## src/rtl/gpio_rmw_arbiter_if.sv

```systemverilog
// Bundle of fabric-side request/response signals and the Avalon-MM
// master signals toward the 12-bit GPIO slave.
//   slave  modport: seen by gpio_rmw_arbiter (takes requests, drives the bus)
//   master modport: seen by the requesters / environment (drives requests,
//                   returns gpio_readdata)
// Signals: req, req_op, req_mask, req_data, ack, rsp_data, rsp_timeout,
//          gpio_address, gpio_chipselect, gpio_write_n, gpio_writedata,
//          gpio_readdata.
interface gpio_rmw_arbiter_if #(
    parameter int WIDTH = 12
);
    logic [1:0]         req;
    logic [3:0]         req_op;
    logic [2*WIDTH-1:0] req_mask;
    logic [2*WIDTH-1:0] req_data;
    logic [1:0]         ack;
    logic [WIDTH-1:0]   rsp_data;
    logic               rsp_timeout;
    logic [1:0]         gpio_address;
    logic               gpio_chipselect;
    logic               gpio_write_n;
    logic [31:0]        gpio_writedata;
    logic [31:0]        gpio_readdata;

    modport slave (
        input  req, req_op, req_mask, req_data, gpio_readdata,
        output ack, rsp_data, rsp_timeout,
        output gpio_address, gpio_chipselect, gpio_write_n, gpio_writedata
    );

    modport master (
        output req, req_op, req_mask, req_data, gpio_readdata,
        input  ack, rsp_data, rsp_timeout,
        input  gpio_address, gpio_chipselect, gpio_write_n, gpio_writedata
    );
endinterface

```

## src/rtl/gpio_rmw_arbiter.sv

```systemverilog
// Round-robin arbiter and Avalon-MM master for a bidirectional GPIO slave.
// Two requesters issue WRITE_OUT / WRITE_DIR (masked read-modify-write on
// shadow copies of the slave's output latch and direction register),
// READ_PINS and WAIT_PINS (poll until masked pins match, optional timeout).
// Ports: clk, reset_n (async, active low), bus (gpio_rmw_arbiter_if.slave).
// Every output is registered.
module gpio_rmw_arbiter #(
    parameter int WIDTH   = 12,
    parameter int TIMEOUT = 1000,
    parameter int TO_W    = 16
) (
    input  logic               clk,
    input  logic               reset_n,
    gpio_rmw_arbiter_if.slave  bus
);
    localparam logic [1:0] OP_WRITE_OUT = 2'd0;
    localparam logic [1:0] OP_WRITE_DIR = 2'd1;
    localparam logic [1:0] OP_READ_PINS = 2'd2;
    localparam logic [1:0] OP_WAIT_PINS = 2'd3;
    localparam logic [TO_W-1:0] TIMEOUT_C  = TO_W'(TIMEOUT);
    localparam logic            TIMEOUT_EN = (TIMEOUT != 0);

    typedef enum logic [2:0] {
        ST_IDLE = 3'd0,
        ST_WR   = 3'd1,
        ST_RD   = 3'd2,
        ST_CAP  = 3'd3,
        ST_RESP = 3'd4,
        ST_DONE = 3'd5
    } state_t;

    state_t           state_r;
    logic             rr_last_r;
    logic             owner_r;
    logic [1:0]       op_r;
    logic [WIDTH-1:0] mask_r;
    logic [WIDTH-1:0] data_r;
    logic [WIDTH-1:0] res_r;
    logic             to_r;
    logic [WIDTH-1:0] shadow_out_r;
    logic [WIDTH-1:0] shadow_dir_r;
    logic [TO_W-1:0]  poll_cnt_r;
    logic [1:0]       ack_r;
    logic [WIDTH-1:0] rsp_data_r;
    logic             rsp_timeout_r;
    logic [1:0]       gpio_address_r;
    logic             gpio_chipselect_r;
    logic             gpio_write_n_r;
    logic [31:0]      gpio_writedata_r;

    logic             grant_s;
    logic             win_s;
    logic [1:0]       sel_op_s;
    logic [WIDTH-1:0] sel_mask_s;
    logic [WIDTH-1:0] sel_data_s;
    logic [WIDTH-1:0] sel_shadow_s;
    logic [WIDTH-1:0] new_val_s;
    logic [WIDTH-1:0] pins_s;
    logic             match_s;
    logic [TO_W-1:0]  poll_next_s;
    logic             timeout_s;
    logic             unused_readdata_s;

    // Upper slave read bits carry nothing for a WIDTH-bit port.
    assign unused_readdata_s = ^bus.gpio_readdata[31:WIDTH];

    // Arbitration, winner selection, RMW value and poll comparison.
    always_comb begin
        grant_s = 1'b0;
        win_s   = 1'b0;
        case (bus.req)
            2'b01:   begin grant_s = 1'b1; win_s = 1'b0;       end
            2'b10:   begin grant_s = 1'b1; win_s = 1'b1;       end
            2'b11:   begin grant_s = 1'b1; win_s = ~rr_last_r; end
            default: begin grant_s = 1'b0; win_s = 1'b0;       end
        endcase
        sel_op_s     = win_s ? bus.req_op[3:2] : bus.req_op[1:0];
        sel_mask_s   = win_s ? bus.req_mask[2*WIDTH-1:WIDTH] : bus.req_mask[WIDTH-1:0];
        sel_data_s   = win_s ? bus.req_data[2*WIDTH-1:WIDTH] : bus.req_data[WIDTH-1:0];
        sel_shadow_s = (sel_op_s == OP_WRITE_DIR) ? shadow_dir_r : shadow_out_r;
        new_val_s    = (sel_shadow_s & ~sel_mask_s) | (sel_data_s & sel_mask_s);
        pins_s       = bus.gpio_readdata[WIDTH-1:0] & mask_r;
        match_s      = (pins_s == (data_r & mask_r));
        // Saturating poll counter; only meaningful up to TIMEOUT.
        poll_next_s  = (poll_cnt_r == {TO_W{1'b1}}) ? poll_cnt_r
                                                    : poll_cnt_r + {{(TO_W-1){1'b0}}, 1'b1};
        timeout_s    = TIMEOUT_EN && (poll_next_s == TIMEOUT_C);
    end

    // Operation sequencer: grant, bus cycles, shadow update, response.
    always_ff @(posedge clk or negedge reset_n) begin
        if (!reset_n) begin
            state_r           <= ST_IDLE;
            rr_last_r         <= 1'b1;
            owner_r           <= 1'b0;
            op_r              <= 2'd0;
            mask_r            <= '0;
            data_r            <= '0;
            res_r             <= '0;
            to_r              <= 1'b0;
            shadow_out_r      <= '0;
            shadow_dir_r      <= '0;
            poll_cnt_r        <= '0;
            ack_r             <= 2'b00;
            rsp_data_r        <= '0;
            rsp_timeout_r     <= 1'b0;
            gpio_address_r    <= 2'd0;
            gpio_chipselect_r <= 1'b0;
            gpio_write_n_r    <= 1'b1;
            gpio_writedata_r  <= 32'd0;
        end else begin
            case (state_r)
                ST_IDLE: begin
                    ack_r <= 2'b00;
                    if (grant_s) begin
                        rr_last_r  <= win_s;
                        owner_r    <= win_s;
                        op_r       <= sel_op_s;
                        mask_r     <= sel_mask_s;
                        data_r     <= sel_data_s;
                        to_r       <= 1'b0;
                        poll_cnt_r <= '0;
                        if (!sel_op_s[1]) begin
                            res_r             <= new_val_s;
                            gpio_address_r    <= (sel_op_s == OP_WRITE_DIR) ? 2'd1 : 2'd0;
                            gpio_chipselect_r <= 1'b1;
                            gpio_write_n_r    <= 1'b0;
                            gpio_writedata_r  <= {{(32-WIDTH){1'b0}}, new_val_s};
                            state_r           <= ST_WR;
                        end else begin
                            gpio_address_r <= 2'd0;
                            state_r        <= ST_RD;
                        end
                    end
                end
                ST_WR: begin
                    // The slave latches the write on this edge, so the shadow follows it.
                    if (op_r == OP_WRITE_DIR) begin
                        shadow_dir_r <= res_r;
                    end else begin
                        shadow_out_r <= res_r;
                    end
                    gpio_address_r    <= 2'd0;
                    gpio_chipselect_r <= 1'b0;
                    gpio_write_n_r    <= 1'b1;
                    gpio_writedata_r  <= 32'd0;
                    state_r           <= ST_RESP;
                end
                ST_RD: begin
                    // Slave registers pin levels on this edge.
                    state_r <= ST_CAP;
                end
                ST_CAP: begin
                    res_r <= pins_s;
                    if ((op_r == OP_READ_PINS) || match_s) begin
                        state_r <= ST_RESP;
                    end else if (timeout_s) begin
                        to_r    <= 1'b1;
                        state_r <= ST_RESP;
                    end else begin
                        poll_cnt_r <= poll_next_s;
                        state_r    <= ST_RD;
                    end
                end
                ST_RESP: begin
                    ack_r         <= owner_r ? 2'b10 : 2'b01;
                    rsp_data_r    <= res_r;
                    rsp_timeout_r <= to_r;
                    state_r       <= ST_DONE;
                end
                ST_DONE: begin
                    ack_r   <= 2'b00;
                    state_r <= ST_IDLE;
                end
                default: begin
                    ack_r             <= 2'b00;
                    gpio_chipselect_r <= 1'b0;
                    gpio_write_n_r    <= 1'b1;
                    state_r           <= ST_IDLE;
                end
            endcase
        end
    end

    assign bus.ack             = ack_r;
    assign bus.rsp_data        = rsp_data_r;
    assign bus.rsp_timeout     = rsp_timeout_r;
    assign bus.gpio_address    = gpio_address_r;
    assign bus.gpio_chipselect = gpio_chipselect_r;
    assign bus.gpio_write_n    = gpio_write_n_r;
    assign bus.gpio_writedata  = gpio_writedata_r;
endmodule

```

## src/flat_wrapper.sv

```systemverilog
// flat-port wrapper written by rule: the top's interface ports become plain ports
module gpio_rmw_arbiter_flat 
#(
    parameter int WIDTH   = 12,
    parameter int TIMEOUT = 1000,
    parameter int TO_W    = 16
)
  (clk, reset_n, bus_req, bus_req_op, bus_req_mask, bus_req_data, bus_gpio_readdata, bus_ack, bus_rsp_data, bus_rsp_timeout, bus_gpio_address, bus_gpio_chipselect, bus_gpio_write_n, bus_gpio_writedata);
  gpio_rmw_arbiter_if #(.WIDTH(WIDTH)) bus_i ();
  input  logic clk;
  input  logic reset_n;
  input wire logic [$bits(bus_i.req)-1:0] bus_req;
  input wire logic [$bits(bus_i.req_op)-1:0] bus_req_op;
  input wire logic [$bits(bus_i.req_mask)-1:0] bus_req_mask;
  input wire logic [$bits(bus_i.req_data)-1:0] bus_req_data;
  input wire logic [$bits(bus_i.gpio_readdata)-1:0] bus_gpio_readdata;
  output wire logic [$bits(bus_i.ack)-1:0] bus_ack;
  output wire logic [$bits(bus_i.rsp_data)-1:0] bus_rsp_data;
  output wire logic [$bits(bus_i.rsp_timeout)-1:0] bus_rsp_timeout;
  output wire logic [$bits(bus_i.gpio_address)-1:0] bus_gpio_address;
  output wire logic [$bits(bus_i.gpio_chipselect)-1:0] bus_gpio_chipselect;
  output wire logic [$bits(bus_i.gpio_write_n)-1:0] bus_gpio_write_n;
  output wire logic [$bits(bus_i.gpio_writedata)-1:0] bus_gpio_writedata;
  assign bus_i.req = bus_req;
  assign bus_i.req_op = bus_req_op;
  assign bus_i.req_mask = bus_req_mask;
  assign bus_i.req_data = bus_req_data;
  assign bus_i.gpio_readdata = bus_gpio_readdata;
  assign bus_ack = bus_i.ack;
  assign bus_rsp_data = bus_i.rsp_data;
  assign bus_rsp_timeout = bus_i.rsp_timeout;
  assign bus_gpio_address = bus_i.gpio_address;
  assign bus_gpio_chipselect = bus_i.gpio_chipselect;
  assign bus_gpio_write_n = bus_i.gpio_write_n;
  assign bus_gpio_writedata = bus_i.gpio_writedata;
  gpio_rmw_arbiter #(.WIDTH(WIDTH), .TIMEOUT(TIMEOUT), .TO_W(TO_W)) u_core (.clk(clk), .reset_n(reset_n), .bus(bus_i));
endmodule
```

## config.mk

```make
export PLATFORM = sky130hd
export DESIGN_NAME = gpio_rmw_arbiter_flat
export DESIGN_NICKNAME = d
export VERILOG_FILES = /design/src/rtl/gpio_rmw_arbiter_if.sv /design/src/rtl/gpio_rmw_arbiter.sv /design/src/flat_wrapper.sv
export SDC_FILE = /design/constraint.sdc
export NUM_CORES = 1
export LEC_CHECK = 0
export BUFFER_PORTS_ARGS = -buffer_cell sky130_fd_sc_hd__clkbuf_2
export CORE_ASPECT_RATIO = 2
export CORE_MARGIN = 2
export CORE_UTILIZATION = 49
export DETAILED_ROUTE_END_ITERATION = 10
export GPL_ROUTABILITY_DRIVEN = 0
export PLACE_DENSITY_LB_ADDON = 0.05
export SLEW_MARGIN = 20
export SYNTH_ARGS = -nofsm -noshare
export SYNTH_HDL_FRONTEND = slang
export SYNTH_SLANG_ARGS = --single-unit
```

## constraint.sdc

```tcl
create_clock -name clk -period 2.6 [get_ports clk]
set_input_delay 0.13 -clock clk [delete_from_list [all_inputs] [get_ports clk]]
set_output_delay 0.13 -clock clk [all_outputs]
set_load 0.02 [all_outputs]
```

* Word level (Yosys, flattened, before mapping)
Index checks and enable logic that the tools add are counted.
Word-level totals: output and inout bits 51, input bits 88, register bits 135, word-level logic and storage cells 101
Cells by class: eq/ne operators 19, muxes and demuxes 38, reductions and logical operators 16, add/subtract/negate cells 1, bitwise logic cells 9
Operators with widths (number):
- 16-bit two-way mux | 4
- 32-bit two-way mux | 2
- 32-bit one-hot mux with 2 select lines | 1
- 12-bit two-way mux | 5
- 12-bit bitwise AND | 4
- 16-bit one-hot mux with 2 select lines | 1
- 12-bit one-hot mux with 2 select lines | 1
- 16-bit by 1-bit adder with 16-bit output, second input constant | 1
- 16-bit by 10-bit equality test with 1-bit output, second input constant | 1
- 16-bit equality test, second input constant | 1
- 3-bit one-hot mux with 5 select lines | 1
- 12-bit equality test | 1
- 12-bit NOT | 1
- 12-bit bitwise OR | 1
- 2-bit two-way mux | 5
- 1-bit two-way mux | 9
- 3-bit two-way mux | 3
- 3-bit AND reduction | 3
- 1-bit one-hot mux with 2 select lines | 4
- 2-bit one-hot mux with 2 select lines | 2
- 2-bit AND reduction | 4
- 4-bit AND reduction | 2
- 2-bit by 1-bit equality test with 1-bit output, second input constant | 3
- 2-bit equality test, second input constant | 3
- other kinds (11) | 20

* Longest topological paths before layout
Gate-level depths: netlist of the first run.
word-level depth 10, depth in mapped cells 10, depth with buffers taken out 8

* Worst setup path before layout of the first run
Ideal clock, no wire load.
path type flip-flop to flip-flop, start register u_core.poll_cnt_r[0], end register u_core.poll_cnt_r[12], required time 2.470 ns, clock period less this slack 2.716 ns, path slack -0.116 ns, library setup time 0.130 ns, arrival time 2.586 ns, cell stages (with the launch flop) 11, path buffers 2, cell sequence dfrtp_1 > ha_1 > nand4_4 > or4_4 > buf_6 > nand3_2 > o2111ai_1 > or4_1 > buf_6 > a31oi_1 > nor3_1
On the way: word-level cells in the longest chain between the ends 5, elaborated cells between the ends (all ways) 9, those cells by class add/sub (1); eq/ne (3); mux (4); reduce/logical (1)
RTL lines:
- start, declared | RTL line gpio_rmw_arbiter.sv:42 | logic [TO_W-1:0] poll_cnt_r;
- start signal, assigned | RTL line gpio_rmw_arbiter.sv:161 | poll_cnt_r <= poll_next_s;
- 16-bit by 1-bit adder with 16-bit output or 16-bit equality test (tied branches) | RTL line gpio_rmw_arbiter.sv:86, gpio_rmw_arbiter.sv:85
- 16-bit two-way mux (*) | RTL line gpio_rmw_arbiter.sv:85 | poll_next_s = (poll_cnt_r == {TO_W{1'b1}}) ? poll_cnt_r
- 16-bit by 10-bit equality test with 1-bit output or 16-bit two-way mux (tied branches) | RTL line gpio_rmw_arbiter.sv:87, gpio_rmw_arbiter.sv:157
- 2-bit != test (no source line) or 16-bit two-way mux (tied branches)
- 4-bit AND reduction (no source line) or 16-bit one-hot mux with 2 select lines (tied branches)
Every way passes the cells marked *; elsewhere a longest branch is shown, timed or not. The select of a mux whose other input is x is not followed. A chain may end at the register's enable or synchronous reset.

* Worst setup path after layout of the first run
start register u_core.poll_cnt_r[1], end register u_core.poll_cnt_r[12]
The elaborated chain is that of the path after synthesis.

==> results of run 1 <==
power groups by stage:
stage | clock network [mW] | registers [mW] | logic [mW]
2_1_floorplan | 0 | 2.98 | 1.76
3_3_place_gp | 0 | 2.91 | 2.87
3_5_place_dp | 0 | 2.94 | 2.92
4_1_cts | 2.41 | 2.92 | 2.94
5_1_grt | 2.48 | 3.00 | 3.21
6_report | 2.36 | 2.92 | 2.92
area by class of cell:
| cell class | instances | area [um2] |
|---|---|---|
| Fill cell | 1031 | 4520 |
| Multi-Input combinational cell | 444 | 2970 |
| Sequential cell | 114 | 2860 |
| Timing Repair Buffer | 142 | 872 |
| Clock buffer | 22 | 464 |
| Tap cell | 147 | 184 |
| Clock inverter | 10 | 134 |
| Inverter | 33 | 124 |
layout by cell type, fill, tap and decap left out, types with 17 or more instances in the layout:
cell	netlist	final
a21oi_1	33	33
buf_4	22	40
clkbuf_16	0	17
clkbuf_2	2	96
conb_1	1	21
dfrtp_1	112	111
inv_1	33	33
mux2_2	37	37
mux2i_1	41	40
nand2_1	71	71
nor2_1	39	39
o21ai_0	64	62
worst register-to-register path, cell delays in order (launching register included):
cell	delay [ns]
dfrtp_1	0.39
ha_4	0.18
nand4_4	0.11
or4_4	0.59
nand3_2	0.09
o2111ai_2	0.12
or4_1	0.57
buf_6	0.18
a31oi_4	0.19
nor3_1	0.07
registers in the layout, indices dropped and copies added (netlist names), 2 cells and up:
register,cells
u_core.bus.ack,2
u_core.bus.gpio_writedata,12
u_core.bus.rsp_data,12
u_core.data_r,12
u_core.mask_r,12
u_core.op_r,2
u_core.poll_cnt_r,16
u_core.res_r,12
u_core.shadow_dir_r,12
u_core.shadow_out_r,12
u_core.state_r,3
cells by family after synthesis:
kind of cell / after synthesis / synth area share
flip-flops: 114 / 0.468
XOR/XNOR: 14 / 0.0201
adder cells (fa/ha/maj): 2 / 0.00410
buffers and inverters: 90 / 0.0724
other: 1 / 0.000615
multiplexers: 78 / 0.136
AO/OA/AOI/OAI: 160 / 0.165
AND/OR/NAND/NOR: 168 / 0.134
timing repair:
item | CTS | global route
pin swaps | 1 | 7
gates resized for setup | 0 | 9
buffers inserted | 1 | 4
endpoints found under the hold margin | 55 | 0
endpoints found under the setup margin | 4 | 16
cloned | 0 | 1
hold buffers | 2 | 0
path summary, 6_finish.rpt:
path | startpoint | end | slack (ns) | cells after the start
worst max-delay path | u_core.poll_cnt_r[1] | u_core.poll_cnt_r[12] | -0.02 | 9
max in group asynchronous | reset_n | u_core.mask_r[9] | 1.40 | 3
worst min register to register | u_core.bus.gpio_writedata[5] | u_core.bus.gpio_writedata[5] | 0.48 | 2
worst max register to register | u_core.poll_cnt_r[1] | u_core.poll_cnt_r[12] | -0.02 | 9
worst min-delay path | bus_gpio_readdata[11] | u_core.res_r[11] | 0.02 | 3
min in group asynchronous | reset_n | u_core.owner_r | 0.34 | 2
per-stage QoR:
step                cells  TNS [ns]  power, mW  area, um2
global route          912    -0.563       8.70       7610
global placement      872         0       5.77       6890
finish                912   -0.0370       8.21       7610
CTS                   907         0       8.27       7520
detailed placement    872  -0.00462       5.87       6890
floorplan             647         0       4.74       6190
metal layers:
| layer | vias up | global-route usage |
|---|---|---|
| met5 | - | 0 |
| met1 | 2545 | 0.268 |
| met4 | 0 | 0.141 |
| met3 | 54 | 0.0447 |
| met2 | 160 | 0.497 |
| li1 | 2456 | - |
==> flow_summary.yaml, run 1 <==
run_status:
  status: "complete, but fails checks"
  violations: "setup timing"
setup_path:
  path_class: "reg2reg"
  cp-start-kind: "register"
  cpMaxStageDelayCell: "or4_4"
  critPathMaxStageDelay_ns: 0.59
  worstPathMaxFanout: 7
  path_delay_family: "simple AND/OR/NAND/NOR gates"
  worstPathRequired_ns: 2.88
  worst-path-buf-inv: 1
  path_cells: "ha_4, nand4_4, or4_4, nand3_2, o2111ai_2, or4_1, buf_6, a31oi_4, nor3_1"
  critPathArrivalTime_ns: 2.90
  end_kind: "register"
die:
  die_y_um: 162
  die_x_um: 82.9
  ioPinCount: 139
  initial_core_util: 0.503
  dieArea_mm2: 0.0134
  rows: 57
  core-area_mm2: 0.0121
synthesis:
  synth_common_cells: "dfrtp_1 (112), nand2_1 (71), o21ai_0 (64)"
  synth_edf_count: 0
  syn_area_per_cell_um2: 9.73
  netlist-cell-type-count: 65
  synth_largest_area_cell: "dfrtp_1"
  synth_async_sr_flop_share: 1.00
  yosys-top-cells-area: "dfrtp_1 (46%), mux2_2 (6.8%), mux2i_1 (6.7%), o21ai_0 (5.3%), nand2_1 (4.4%)"
  ys_seq_area_frac: 0.468
  synth.most_common_cell: "dfrtp_1"
  synth_area_mm2: 0.00610
  syn_inst: 627
  yosys_warnings: 0
  synth_top_area_share: 0.460
  dominantRegCellSynth: "dfrtp_1"
  ys_ff_latch: 114
sta:
  setup_viol: 3
  finalHoldViolCount: 0
  max_freq_mhz: 381
  finalMaxSlewViolations: 0
  period_needed_ns: 2.62
  tightest_slew_ns: 1.06
  min_period_over_period: 1.01
  rsz0062_at_grt: "true"
  timing.hold.ws_ns: 0.0238
  fin_skew_ns: 0.00720
  slew_headroom: 0.290
  finalWorstSetupSlack_ns: -0.0237
clock_tree:
  insertion_delay_ns: 0.40
  numCtsBuffers: 17
  path_clk_slew_ns: 0.05
  clock-root-buffer: "clkbuf_16"
  cts_sinks: 114
  cts_tree: "yes"
  h-tree-depth: 4
  cts_max_path_buffers: 2
global_route:
  grt_use_total: 0.262
  first_global_vias: 5351
  grt_pass1_wl_mm: 27.3
  antenna_found_initial: 0
  grt_max_degree: 61
  overflow: 0
routing:
  highest_layer: "met4"
  drc: 0
  wl_per_cell_um: 19.1
  detail_route.vias_per_cell: 5.72
  wl_mm: 17.4
  wl_met3_um: 707
  first_iter_violations: 220
  drt.antenna.violating_nets: 0
  dr.pass1.iters: 4
  num_vias: 5215
  wl_met2_mm: 9.78
  drt-met1-wl_mm: 6.15
pwr:
  p_int_mw: 5.15
  power_density_mw_per_mm2: 1080
  switchingPower_mw: 3.05
  power.share.clock: 0.288
  leakage_nw: 3.67
  ir_worst_vdd_mv: 0.634
  pwr-share-seq: 0.356
  combPwrFrac: 0.356
  swShare: 0.372
min_path:
  hp-class: "in2reg"
cells_and_area:
  antenna_cells: 0
  fin_util: 0.627
  nNetsFinal: 842
  areaGrowthSynthToFinish_pct: 24.7
  drive_gt1_frac: 0.299
job:
  drv_cap: 0
place:
  place_hpwl_mm: 12.5
  preCtsSetupSlack_ns: -0.00462
  numPortBuffers: 97
No activity file was read; power rests on OpenSTA's default activity.
==> inputs of run 2 (changes only) <==
Settings changed: CELL_PAD_IN_SITES_DETAIL_PLACEMENT set to 1, CELL_PAD_IN_SITES_GLOBAL_PLACEMENT set to 1, CORE_UTILIZATION 49 to 37.
==> run 2 against run 1 <==
  * The run now ends clean
  * Sequential cell count unchanged
  * Global-route usage shrank 2.1 points
  * Clock-buffer cell count unchanged
  * Hold slack lost 0.0064 ns
  * Critical path depth unchanged
  * Sequential share of layout area decreased by 0.48 points
  * Total power is 3.9% higher
  * Wire length rose by 15%
  * Non-clock buffer count grew 2
  * Combinational power is 4% higher
  * Utilization is 15 points lower
  * Worst setup slack improved by 0.050 ns
  * Largest power group is now combinational cells
==> flow_summary.yaml, run 2 (synthesized netlist as in run 1, its figures left out) <==
run_status:
  status: "finished, final reports clean"
sta:
  slew_headroom: 0.357
  fin_skew_ns: 0.00845
  tns_ns: 0
  finalWorstSetupSlack_ns: 0.0260
  tightest_slew_ns: 0.961
  finalMaxSlewViolations: 0
  timing.hold.ws_ns: 0.0174
  max_freq_mhz: 388
  period_needed_ns: 2.57
  min_period_over_period: 0.990
  rsz0062_at_grt: "true"
  setup_viol: 0
  finalHoldViolCount: 0
routing:
  dr.pass1.iters: 4
  drc: 0
  detail_route.vias_per_cell: 5.44
  wl_mm: 19.9
  drt.antenna.violating_nets: 0
  num_vias: 5274
  wl_per_cell_um: 20.5
  first_iter_violations: 176
setup_path:
  worstPathRequired_ns: 2.95
  path_class: "reg2reg"
  cpMostUsedCell: "or4_4"
  worst-path-buf-inv: 1
  reg2reg_depth: 9
  path_cells: "ha_4, nand4_4, or4_4, nand3_2, o2111ai_4, or4_4, buf_6, nand2_8, o221a_1"
  critPathArrivalTime_ns: 2.92
  path_delay_family: "simple AND/OR/NAND/NOR gates"
  path_depth: 9
  cpMaxStageDelayCell: "or4_4"
  critPathMaxStageDelay_ns: 0.57
  reg2reg_slack_ns: 0.03
  crit_start: "u_core.poll_cnt_r[0]"
  crit-reg2reg-launch: "u_core.poll_cnt_r[0]"
  critPathCapture: "u_core.poll_cnt_r[8]"
  worstPathMaxFanout: 10
  cp-start-kind: "register"
  r2r-end: "u_core.poll_cnt_r[8]"
  end_kind: "register"
place:
  place_hpwl_mm: 14.8
  postPlaceCellArea_mm2: 0.00700
  numPortBuffers: 97
  preCtsSetupSlack_ns: -0.0734
clock_tree:
  cts_sinks: 114
  numCtsBuffers: 17
  clock-root-buffer: "clkbuf_16"
  cts_tree: "yes"
  cts_max_path_buffers: 2
  insertion_delay_ns: 0.42
  h-tree-depth: 4
  path_clk_slew_ns: 0.05
  postCtsSetupRepairBufs: 0
die:
  dieArea_mm2: 0.0176
  rows: 66
  die_y_um: 186
  ioPinCount: 139
  initial_core_util: 0.377
  core-area_mm2: 0.0162
  die_x_um: 94.8
cells_and_area:
  final_cell_mix: "dfrtp_1 (110), clkbuf_2 (96), nand2_1 (71)"
  antenna_cells: 0
  largest_reg_flops: 16
  fin_area_mm2: 0.00771
  nNetsFinal: 843
  ff_latch_area_mm2: 0.00286
  areaGrowthSynthToFinish_pct: 26.4
  multiInputGateArea_mm2: 0.00297
  fillers: 1900
  drive_gt1_frac: 0.305
  final_common_cell: "dfrtp_1"
  regMostFlops: "u_core.poll_cnt_r"
pwr:
  leakage_nw: 3.70
  power_mw: 8.53
  ir_worst_vdd_mv: 0.520
  power_density_mw_per_mm2: 1110
global_route:
  first_global_vias: 5873
  antenna_found_initial: 0
  overflow: 0
  grt_max_degree: 72
  grt_use_total: 0.241
  grt_pass1_wl_mm: 31.6
min_path:
  hp-class: "in2reg"
job:
  drv_cap: 0
==> run 2: worst reg2reg max path, delay by kind of cell (launching register included) <==
family | cells | cell delay [ns]
flip-flops | 1 | 0.38
adder cells (fa/ha/maj) | 1 | 0.16
AO/OA/AOI/OAI | 2 | 0.32
buffers and inverters | 1 | 0.17
AND/OR/NAND/NOR | 5 | 1.46
==> run 2: layout make-up <==
cell class / instances / area share
Inverter: 33 / 0.0161
Timing Repair Buffer: 144 / 0.112
Clock buffer: 22 / 0.0602
Sequential cell: 114 / 0.371
Tap cell: 204 / 0.0331
Clock inverter: 10 / 0.0234
Multi-Input combinational cell: 443 / 0.385
==> run 2: worst min-delay path by stage <==
stage / startpoint / to / slack (ns) / depth (start not counted)
3_5_place_dp: reset_n / u_core.bus.ack[0] / 0.34 / 1
4_1_cts: bus_gpio_readdata[6] / u_core.res_r[6] / 0.006 / 3
2_1_floorplan: reset_n / u_core.bus.ack[0] / -0.17 / 0
5_1_grt: bus_gpio_readdata[1] / u_core.res_r[1] / 0.03 / 3
3_3_place_gp: reset_n / u_core.bus.ack[1] / 0.33 / 1
6_report: bus_gpio_readdata[6] / u_core.res_r[6] / 0.02 / 3
==> run 2: report_power, final <==
group          internal (mW)  total, mW  switching, mW
logic                   1.17       3.05           1.88
clock network           1.74       2.55          0.802
registers               2.44       2.93          0.486
total                   5.36       8.53           3.17
==> run 2: stage by stage <==
| step | util | cells |
|---|---|---|
| finish | 0.476 | 970 |
| global route | 0.476 | 970 |
| CTS | 0.474 | 970 |
| detailed placement | 0.433 | 937 |
| global placement | 0.433 | 937 |
| floorplan | - | 647 |
==> run 2: repair_timing <==
action	CTS	global route
hold buffers	1	0
cloned	0	0
hold endpoints to repair	65	0
endpoints found under the setup margin	13	19
pin swaps	0	2
gates resized for setup	4	8
==> run 2: per-layer routing <==
| layer | part of all wire | wire length (um) | GRT usage |
|---|---|---|---|
| met3 | 0.028 | 560 | 0.0397 |
| met5 | 0 | 0 | 0 |
| met4 | 0.036 | 725 | 0.115 |
| met1 | 0.35 | 6970 | 0.243 |
| met2 | 0.59 | 11600 | 0.463 |
==> inputs of run 3 (changes only) <==
Settings changed: GPL_TIMING_DRIVEN set to 0, SETUP_SLACK_MARGIN set to 0.15.
==> run 3 against run 2 <==
  * The flow now finishes with violations (setup timing)
  * Critical path depth up 1
  * Via count up 5.7%
  * Clock-buffer cell count unchanged
  * Maximum frequency down 3.5%
==> flow_summary.yaml, run 3 (synthesized netlist as in run 1, its figures left out) <==
global_route:
  first_global_vias: 6197
  grt_use_total: 0.276
  antenna_found_initial: 0
  grt_max_degree: 59
  overflow: 0
  grt_pass1_wl_mm: 35.3
cells_and_area:
  final_common_cell: "dfrtp_1"
  layout.cells.non_filler: 1013
  fillers: 1863
  areaGrowthSynthToFinish_pct: 36.9
  antenna_cells: 0
  fin_util: 0.516
  largest_reg_flops: 16
  final_cell_mix: "dfrtp_1 (105), clkbuf_2 (103), nand2_1 (69)"
  ff_latch_area_mm2: 0.00286
  multiInputGateArea_mm2: 0.00326
  drive_gt1_frac: 0.367
  regMostFlops: "u_core.poll_cnt_r"
  nNetsFinal: 886
clock_tree:
  h-tree-depth: 4
  insertion_delay_ns: 0.42
  cts_tree: "yes"
  clock-root-buffer: "clkbuf_16"
  numCtsBuffers: 17
  path_clk_slew_ns: 0.06
  cts_max_path_buffers: 2
  cts_sinks: 114
setup_path:
  critPathMaxStageDelay_ns: 0.58
  worstPathMaxFanout: 7
  worst-path-buf-inv: 2
  path_class: "reg2reg"
  worstPathRequired_ns: 2.96
  end_kind: "register"
  path_delay_family: "simple AND/OR/NAND/NOR gates"
  cpMostUsedCell: "or4_4"
  critPathArrivalTime_ns: 3.02
  path_cells: "ha_4, nand4_4, or4_4, buf_8, nand3_4, o2111ai_4, or4_4, buf_12, nand2_8, a32o_1"
  crit_start: "u_core.poll_cnt_r[0]"
  cpMaxStageDelayCell: "or4_4"
  cp-start-kind: "register"
  reg2reg_slack_ns: -0.07
  crit-reg2reg-launch: "u_core.poll_cnt_r[0]"
sta:
  fin_skew_ns: 0.00895
  rsz0062_at_grt: "true"
  finalWorstSetupSlack_ns: -0.0679
  tightest_slew_ns: 0.991
  finalMaxSlewViolations: 0
  slew_headroom: 0.340
  timing.hold.ws_ns: 0.0107
  tns_ns: -0.541
  max_freq_mhz: 375
  finalHoldViolCount: 0
  setup_viol: 14
  min_period_over_period: 1.03
  period_needed_ns: 2.67
run_status:
  violations: "setup timing"
  status: "complete, but fails checks"
die:
  rows: 66
  dieArea_mm2: 0.0176
  die_y_um: 186
  core-area_mm2: 0.0162
  initial_core_util: 0.377
  die_x_um: 94.8
  ioPinCount: 139
place:
  place_hpwl_mm: 16.4
  preCtsSetupSlack_ns: -0.916
  dp.cells: 949
  numPortBuffers: 97
routing:
  drc: 0
  drt.antenna.violating_nets: 0
  wl_mm: 23.1
  detail_route.vias_per_cell: 5.50
  num_vias: 5575
  first_iter_violations: 177
  wl_per_cell_um: 22.8
  dr.pass1.iters: 4
pwr:
  p_int_mw: 5.46
  combPwrFrac: 0.382
  pwr-share-seq: 0.330
  power.share.clock: 0.288
  leakage_nw: 3.95
  switchingPower_mw: 3.48
  power_density_mw_per_mm2: 1070
  ir_worst_vdd_mv: 0.600
  swShare: 0.389
min_path:
  hp-class: "in2reg"
  hp-start: "bus_gpio_readdata[6]"
job:
  drv_cap: 0
==> run 3: what timing repair did <==
action,CTS,global route
hold endpoints to repair,56,0
pin swaps,10,8
resized for setup,76,44
buffers inserted,21,6
hold buffers,2,0
cloned,3,0
endpoints found under the setup margin,75,47
==> run 3: stage by stage <==
step	power [mW]	cell area (um2)
after floorplan	4.74	6200
after global placement	5.90	6940
after detailed placement	6.03	6980
after CTS	8.89	8190
after global routing	9.42	8350
final	8.94	8350
==> run 3: tightest hold or removal path: stages <==
cell and delay (ns):
clkbuf_2 0.10, a32oi_1 0.09, o21ai_0 0.07
==> run 3: layout make-up <==
type	count	share of cell area
buffer	57	0.0488
sequential	114	0.343
timing repair buffer	129	0.0947
clock buffer	22	0.0592
multi-input combinational	444	0.391
tap	204	0.0306
inverter	33	0.0148
clock inverter	10	0.0183
==> run 3: worst paths after layout <==
| kind | to | cells past startpoint |
|---|---|---|
| max reg2reg | u_core.poll_cnt_r[6] | 10 |
| max | u_core.poll_cnt_r[6] | 10 |
| min | u_core.res_r[6] | 3 |
| max in group asynchronous | u_core.poll_cnt_r[9] | 3 |
| min reg2reg | u_core.rr_last_r | 2 |
| min in group asynchronous | u_core.bus.ack[1] | 2 |
==> run 3: power by group through the flow <==
| stage | clock network [mW] | registers, mW | logic [mW] |
|---|---|---|---|
| after floorplan | 0 | 2.98 | 1.76 |
| after global placement | 0 | 2.88 | 3.01 |
| after detailed placement | 0 | 2.93 | 3.10 |
| after CTS | 2.60 | 2.92 | 3.36 |
| after global routing | 2.68 | 3.02 | 3.71 |
| final | 2.57 | 2.95 | 3.41 |
==> run 3: layer usage <==
metal  GRT usage  wire length, um  vias to the layer above
met5           0                0                        -
met2       0.528            13600                      147
met3      0.0425              658                       57
met4       0.159              893                        0
met1       0.270             7950                     2819
li1            -                -                     2552
